$ cat src/rtl/uart_pkg.sv
// Shared UART definitions: frame states, mode-field layout and the baud divisor table.
// Used by both the transmit and receive engines.
package uart_pkg;

  localparam int DATA_W          = 8;
  localparam int CNT_W           = 16;
  localparam int MODE_W          = 4;
  localparam int MODE_BAUD_LSB   = 0;
  localparam int MODE_BAUD_MSB   = 2;
  localparam int MODE_PARITY_BIT = 3;
  localparam logic [MODE_W-1:0] MODE_RESET = 4'd1;

  typedef enum logic [2:0] {
    ST_IDLE   = 3'd0,
    ST_START  = 3'd1,
    ST_DATA   = 3'd2,
    ST_PARITY = 3'd3,
    ST_STOP   = 3'd4
  } uart_state_e;

  // Clock cycles per bit for a baud select; unused code 7 falls back to 115200.
  function automatic logic [CNT_W-1:0] baud_divisor(input logic [2:0] sel,
                                                    input int unsigned clk_freq);
    int unsigned baud;
    case (sel)
      3'd0:    baud = 9600;
      3'd1:    baud = 115200;
      3'd2:    baud = 19200;
      3'd3:    baud = 38400;
      3'd4:    baud = 57600;
      3'd5:    baud = 230400;
      3'd6:    baud = 460800;
      default: baud = 115200;
    endcase
    return CNT_W'(clk_freq / baud);
  endfunction

endpackage

$ cat src/rtl/uart_baud_gen.sv
// Loadable bit-period down-counter; o_tc marks the last cycle of the current bit.
module uart_baud_gen
  import uart_pkg::*;
(
  input  logic             clk,
  input  logic             rst,
  input  logic             i_load,
  input  logic [CNT_W-1:0] i_load_val,
  input  logic             i_en,
  output logic             o_tc
);

  logic [CNT_W-1:0] r_cnt;

  always_ff @(posedge clk or posedge rst) begin
    if (rst) begin
      r_cnt <= '0;
    end else if (i_load) begin
      r_cnt <= i_load_val;
    end else if (i_en && (r_cnt != '0)) begin
      r_cnt <= r_cnt - 1'b1;
    end
  end

  assign o_tc = (r_cnt == '0);

endmodule

$ cat src/rtl/uart_tx_engine.sv
// UART transmitter fed from a show-ahead FIFO: 8N1 or 8E1 frames, baud picked per frame.
// tx_line is registered and forced high asynchronously by reset.
module uart_tx_engine
  import uart_pkg::*;
#(
  parameter int unsigned CLK_FREQ = 50000000
) (
  input  logic              clk,
  input  logic              rst,
  input  logic [DATA_W-1:0] data_in,
  input  logic              data_valid,
  output logic              data_ready,
  input  logic [MODE_W-1:0] mode,
  output logic              tx_line,
  output logic              busy
);

  uart_state_e       r_state;
  uart_state_e       w_state_nxt;
  logic [DATA_W-1:0] r_shift;
  logic [MODE_W-1:0] r_frame_mode;
  logic [2:0]        r_bit_cnt;
  logic              r_parity;
  logic              r_tx;

  logic              w_accept;
  logic              w_tc;
  logic              w_load;
  logic              w_cnt_en;
  logic              w_tx_nxt;
  logic [CNT_W-1:0]  w_load_val;

  assign w_accept = data_valid && (r_state == ST_IDLE);

  uart_baud_gen u_baud_gen (
    .clk        (clk),
    .rst        (rst),
    .i_load     (w_load),
    .i_load_val (w_load_val),
    .i_en       (w_cnt_en),
    .o_tc       (w_tc)
  );

  always_ff @(posedge clk or posedge rst) begin
    if (rst) begin
      r_state <= ST_IDLE;
    end else begin
      r_state <= w_state_nxt;
    end
  end

  always_comb begin
    w_state_nxt = r_state;
    case (r_state)
      ST_IDLE:   if (data_valid) w_state_nxt = ST_START;
      ST_START:  if (w_tc) w_state_nxt = ST_DATA;
      ST_DATA: begin
        if (w_tc && (r_bit_cnt == 3'd7)) begin
          w_state_nxt = r_frame_mode[MODE_PARITY_BIT] ? ST_PARITY : ST_STOP;
        end
      end
      ST_PARITY: if (w_tc) w_state_nxt = ST_STOP;
      ST_STOP:   if (w_tc) w_state_nxt = ST_IDLE;
      default:   w_state_nxt = ST_IDLE;
    endcase
  end

  // Line level is chosen for the state being entered so the registered output lines up with it.
  always_comb begin
    data_ready = (r_state == ST_IDLE);
    busy       = (r_state != ST_IDLE);
    w_cnt_en   = (r_state != ST_IDLE);
    w_load     = w_accept ||
                 (w_tc && ((r_state == ST_START) || (r_state == ST_DATA) ||
                           (r_state == ST_PARITY)));
    if (w_accept) begin
      w_load_val = baud_divisor(mode[MODE_BAUD_MSB:MODE_BAUD_LSB], CLK_FREQ) - 1'b1;
    end else begin
      w_load_val = baud_divisor(r_frame_mode[MODE_BAUD_MSB:MODE_BAUD_LSB], CLK_FREQ) - 1'b1;
    end
    w_tx_nxt = 1'b1;
    case (w_state_nxt)
      ST_IDLE:   w_tx_nxt = 1'b1;
      ST_START:  w_tx_nxt = 1'b0;
      ST_DATA:   w_tx_nxt = ((r_state == ST_DATA) && w_tc) ? r_shift[1] : r_shift[0];
      ST_PARITY: w_tx_nxt = r_parity;
      ST_STOP:   w_tx_nxt = 1'b1;
      default:   w_tx_nxt = 1'b1;
    endcase
  end

  always_ff @(posedge clk or posedge rst) begin
    if (rst) begin
      r_tx         <= 1'b1;
      r_shift      <= '0;
      r_frame_mode <= MODE_RESET;
      r_bit_cnt    <= '0;
      r_parity     <= 1'b0;
    end else begin
      r_tx <= w_tx_nxt;
      if (w_accept) begin
        r_shift      <= data_in;
        r_frame_mode <= mode;
        r_bit_cnt    <= '0;
        r_parity     <= ^data_in;
      end else if ((r_state == ST_DATA) && w_tc) begin
        r_shift   <= {1'b0, r_shift[DATA_W-1:1]};
        r_bit_cnt <= r_bit_cnt + 3'd1;
      end
    end
  end

  assign tx_line = r_tx;

endmodule
$ cat config.mk
export PLATFORM = sky130hd
export DESIGN_NAME = uart_tx_engine
export DESIGN_NICKNAME = d
export VERILOG_FILES = /design/src/rtl/uart_pkg.sv /design/src/rtl/uart_baud_gen.sv /design/src/rtl/uart_tx_engine.sv
export SDC_FILE = /design/constraint.sdc
export NUM_CORES = 1
export LEC_CHECK = 0
export ABC_AREA = 0
export ABC_CLOCK_PERIOD_IN_PS = 63500
export BUFFER_PORTS_ARGS = -buffer_cell sky130_fd_sc_hd__buf_2
export CORE_ASPECT_RATIO = 0.75
export CORE_MARGIN = 2
export CORE_UTILIZATION = 30
export CTS_CLUSTER_DIAMETER = 100
export DETAILED_ROUTE_END_ITERATION = 12
export PLACE_DENSITY = 0.5
export SLEW_MARGIN = 20
export SYNTH_ARGS = -nofsm -noshare
export SYNTH_HDL_FRONTEND = slang
export SYNTH_SLANG_ARGS = --single-unit
$ cat constraint.sdc
create_clock -name clk -period 63.5 [get_ports clk]
set_clock_uncertainty 0.1 [all_clocks]
set_input_delay 6.35 -clock clk [delete_from_list [all_inputs] [get_ports clk]]
set_output_delay 6.35 -clock clk [all_outputs]
set_load 0.03 [all_outputs]
### Word-level counts from Yosys, hierarchy flattened

Index checks and enable logic that the tools add are counted.

* memories kept: 0
* register bits: 36
* bits in latches: 0
* memory bits (writable): 0
* bits in read-only memories: 0
* bits of input ports: 15
* output and inout bits: 3
* word-level logic and storage cells: 68

* multipliers: 0
* magnitude comparators: 0
* add/sub/neg operators: 4
* reductions and logical operators: 17
* div/mod/pow operators: 2
* muxes and demuxes: 20
* bitwise operators: 0
* shift operators: 0
* equality and inequality tests: 18

Operators with widths (number)
* $pmux W19 S6: 2
* $div A26 B32 Y32 const A: 2
* $mux W32: 2
* $mux W16: 3
* $sub A16 B1 Y16 const B: 3
* $eq A3 B2 Y1 const B: 8
* $eq A3 B3 Y1 const B: 8
* $mux W3: 8
* $logic_not A16 Y1: 1
* $mux W8: 2
* $reduce_bool A16 Y1: 1
* $pmux W3 S5: 1
* $logic_not A3 Y1: 3
* $reduce_xor A8 Y1: 1
* $eq A3 B1 Y1 const B: 2
* $logic_and A1 B1 Y1: 5
* $reduce_bool A2 Y1: 2
* $add A3 B1 Y3 const B: 1
* $logic_or A1 B1 Y1: 3
* $pmux W1 S3: 1
* $reduce_bool A3 Y1: 1
* $mux W1: 1

### Depth between registers and ports, before layout

* depth after elaboration: 7
* mapped depth: 284
* depth with buffers taken out: 258

### Modules after synthesis

A second synthesis with hierarchy kept.

* cells, all modules: 2312
* area total of the unflattened synthesis: 16346.9 µm²

By module, submodules not included
* uart_tx_engine: times used 1, area each 15312.2 µm², sequential area each 503.0 µm², cells each 2190
* uart_baud_gen: times used 1, area each 1034.7 µm², sequential area each 400.4 µm², cells each 122

### Least setup slack after synthesis

OpenSTA, ideal clock, no wires.

* path kind: in2reg
* start point: in data_valid
* end point: reg u_baud_gen.r_cnt[12]
* setup slack: 7001 ps
* stages: 267
* arrival time: 56261 ps
* path buffers: 29
* library setup time: 138 ps
* data required time: 63262 ps
* path through: or4b_1 > buf_2 > buf_2 > clkbuf_1 > a31oi_1 > ha_1 > nand3_1 > a21o_1 > a21oi_2 > clkinv_2 > nor3_1 > ha_1 > a21oi_1 > nand4_1 > a41oi_2 > nor2_4 > mux2_2 > ha_1 > (+231 left out) > nand2b_1 > a21oi_1 > nor2b_1 > o21ai_0 > nand2b_1 > a21oi_1 > nor2b_1 > o21ai_0 > o2111a_1 > o211a_1 > o211ai_2 > nand2_1 > ha_1 > clkbuf_1 > nand2_1 > or3_1 > a21oi_1 > a21oi_1

RTL lines
* from (decl): line uart_tx_engine.sv:11 `input logic data_valid,`
* to (signal assigned): line uart_baud_gen.sv:19 `r_cnt <= i_load_val;`
* to (signal assigned): line uart_baud_gen.sv:21 `r_cnt <= r_cnt - 1'b1;`
* to (decl): line uart_baud_gen.sv:13 `logic [CNT_W-1:0] r_cnt;`

==> results.json <==
{
  "cts_sinks": 36,
  "post_route_cells_drive_above_1_share_pct": 10.4,
  "tritoncts_clock_tree": "yes",
  "die_x_microns": 268,
  "grt_antenna_before_repair": 0,
  "track_usage_pct": 17.3,
  "grt_pass1_wl_microns": 78900,
  "io_buffer_count": 17,
  "synth_async_reset_ratio_pct": 100,
  "postSynthRegisterBits": 36,
  "critical_path.max_fanout": 31,
  "fin_setup_tns_ns": 0,
  "dr_total_vias": 16300,
  "fp.dieArea_sq_mm": 0.0541,
  "area_growth_pct": 7.50,
  "final_max_slew_viol_count": 0,
  "drt-vias-per-instance": 5.62,
  "finalWeightedCongestion": 0.885,
  "post_synth.cell_area_avg_sq_um": 7.12,
  "avgRoutedWirePerCell_microns": 16.3,
  "drt-initial-drc-count": 1353,
  "synth_seq_area_share_pct": 5.76,
  "most-common-layout-cells": "212 x sky130_fd_sc_hd__nand2_1, 204 x sky130_fd_sc_hd__nor2_1, 198 x sky130_fd_sc_hd__ha_1",
  "final.min_clock_period_ns": 58.83,
  "first_global_vias": 15200,
  "synth-main-ff-cell": "sky130_fd_sc_hd__dfrtp_1",
  "grt.overflow.total": 0,
  "core_sq_mm": 0.0516,
  "critPathLaunchType": "primary input",
  "cts-htree-levels": 2,
  "std_cell_rows": 72,
  "ys_types": 124,
  "timing.slew.headroom_pct": 38.4,
  "top_cell_by_count_worst_path": "sky130_fd_sc_hd__o21a_1",
  "crit_path_max_incr_delay_ns": 0.45,
  "cts_setup_buffers": 0,
  "worstSetupPathType": "in -> reg",
  "drc": 0,
  "finalCritPeriodShare_pct": 92.6,
  "post_syn_instances": 2201,
  "cp.required_ns": 63.53,
  "die_height_microns": 202,
  "number_of_maximum_capacitance_violations": 0,
  "design.final.nets": 2401,
  "transition_time_at_the_pin_with_the_least_slew_margin_ns": 0.898,
  "ant_nets": 0,
  "min-delay-path-class": "reg -> reg",
  "cts_hold_repair_buffers": 0,
  "cts_made_buffers": 5,
  "post-dp-hpwl_microns": 37500,
  "grt_start_max_net_pins": 40,
  "critPathArrivalTime_ns": 58.86,
  "clock_latency_on_the_worst_skew_pair_ns": 0.28,
  "edff_count_synth": 0,
  "ctsRootBufferMaster": "sky130_fd_sc_hd__clkbuf_16",
  "insertedDiodeCount": 0,
  "mostFrequentLayoutCell": "sky130_fd_sc_hd__nand2_1",
  "clock.fmax_mhz": 17.0,
  "drt-total-wl_microns": 47300,
  "path_clk_slew_ns": 0.05,
  "worst_setup_path_end_kind": "flip-flop",
  "clk_path_buf_depth": 2,
  "drt-pass1-iter-count": 6,
  "num_io_pins": 18,
  "run_status": "completed",
  "crit_slowest_cell": "sky130_fd_sc_hd__a211oi_4",
  "floorplan.initialDensity_pct": 30.4,
  "synth-warning-count": 0,
  "final-hold-violation-count": 0,
  "report.final.setup_viol": 0,
  "fillCellCount": 5472,
  "synthesis.area_sq_mm": 0.0157,
  "rsz0062_at_grt": "no"
}
-- critical path, delay by kind of cell --
kind / cells / cell delay (ns)
AOI/OAI and AO/OA: 144 / 28.66
muxes: 8 / 2.53
adders and majority gates: 20 / 6.24
buffers and inverters: 14 / 3.28
and+or+nand+nor: 71 / 11.63
-- final cells by class --
cell class	count	area [sq um]	share of cell area, %
Multi-Input combinational cell	2030	14400	85.2
Clock inverter	1	7.51	0.0445
Tap cell	703	880	5.22
Inverter	70	267	1.58
Sequential cell	36	903	5.36
Clock buffer	7	143	0.846
Timing Repair Buffer	44	288	1.71
-- through the flow --
stage | hold slack (ns) | worst slack, ns | instances | util (%) | area, sq um
floorplan | 0.347 | 7.00 | 2206 | - | 15700
global placement | 0.363 | 3.32 | 2883 | 32.2 | 16600
detailed placement | 0.365 | 2.48 | 2883 | 32.2 | 16600
CTS | 0.378 | 2.53 | 2891 | 32.5 | 16800
global route | 0.408 | 0.0634 | 2891 | 32.6 | 16900
finish | 0.377 | 4.67 | 2891 | 32.6 | 16900
-- layer usage --
metal	vias to the layer above	global-route usage [%]	wire length, microns
li1	8260	-	-
met1	7654	27.7	25900
met2	317	25.7	19100
met3	22	0.926	1880
met4	0	1.62	350
met5	-	0	0
-- synthesized netlist by cell type (10+ instances only) --
library cell | n | area share, %
sky130_fd_sc_hd__a211oi_1 | 26 | 1.2
sky130_fd_sc_hd__a21boi_0 | 12 | 0.57
sky130_fd_sc_hd__a21o_1 | 67 | 3.2
sky130_fd_sc_hd__a21oi_1 | 186 | 5.9
sky130_fd_sc_hd__a31oi_1 | 25 | 1.0
sky130_fd_sc_hd__and2_1 | 23 | 0.92
sky130_fd_sc_hd__and3_1 | 17 | 0.68
sky130_fd_sc_hd__clkbuf_1 | 45 | 1.1
sky130_fd_sc_hd__dfrtp_1 | 34 | 5.4
sky130_fd_sc_hd__ha_1 | 198 | 16
sky130_fd_sc_hd__inv_1 | 68 | 1.6
sky130_fd_sc_hd__mux2_2 | 49 | 3.5
sky130_fd_sc_hd__mux2i_1 | 30 | 1.9
sky130_fd_sc_hd__nand2_1 | 214 | 5.1
sky130_fd_sc_hd__nand2b_1 | 49 | 2.0
sky130_fd_sc_hd__nand3_1 | 50 | 1.6
sky130_fd_sc_hd__nand4_1 | 26 | 1.0
sky130_fd_sc_hd__nor2_1 | 207 | 5.0
sky130_fd_sc_hd__nor2b_1 | 29 | 1.2
sky130_fd_sc_hd__nor3_1 | 81 | 2.6
sky130_fd_sc_hd__nor4_1 | 20 | 0.80
sky130_fd_sc_hd__o211ai_1 | 24 | 1.1
sky130_fd_sc_hd__o21a_1 | 61 | 2.9
sky130_fd_sc_hd__o21ai_0 | 142 | 4.5
sky130_fd_sc_hd__o21bai_1 | 11 | 0.53
sky130_fd_sc_hd__o31a_1 | 10 | 0.56
sky130_fd_sc_hd__o31ai_1 | 44 | 2.1
sky130_fd_sc_hd__or2_2 | 18 | 0.72
sky130_fd_sc_hd__or3_1 | 26 | 1.0
sky130_fd_sc_hd__xnor2_1 | 93 | 5.2
sky130_fd_sc_hd__xor2_1 | 49 | 2.7
-- kinds of logic after synthesis --
group | synth area share (%)
and+or+nand+nor | 26.5
AOI/OAI and AO/OA | 33.3
adders and majority gates | 15.9
xor gates and xnor gates | 8.25
buffers and inverters | 3.75
muxes | 6.51
DFF | 5.76
other | 0.0239
-- repair_timing --
item                                    in CTS  in global routing
resized for setup                            0                 22
endpoints found under the hold margin        0                  0
endpoints found under the setup margin       0                 16
-- registers in the layout, indices dropped and copies added (netlist names) --
signal	count
tx_line	1
r_state	3
u_baud_gen.r_cnt	16
r_frame_mode	4
r_parity	1
r_shift	8
r_bit_cnt	3
-- worst paths after layout --
kind | end | slack, ns | from | depth (start not counted)
max reg2reg | u_baud_gen.r_cnt[8] | 10.29 | r_state[0] | 256
max | u_baud_gen.r_cnt[8] | 4.67 | data_valid | 257
max in group asynchronous | r_frame_mode[0] | 56.84 | rst | 3
min in group asynchronous | u_baud_gen.r_cnt[0] | 6.09 | rst | 3
min | r_shift[4] | 0.38 | r_shift[4] | 2
min reg2reg | r_shift[4] | 0.38 | r_shift[4] | 2
Power is not shown: default switching activity piles up to over one toggle a cycle in this logic, so the estimate is an artifact.
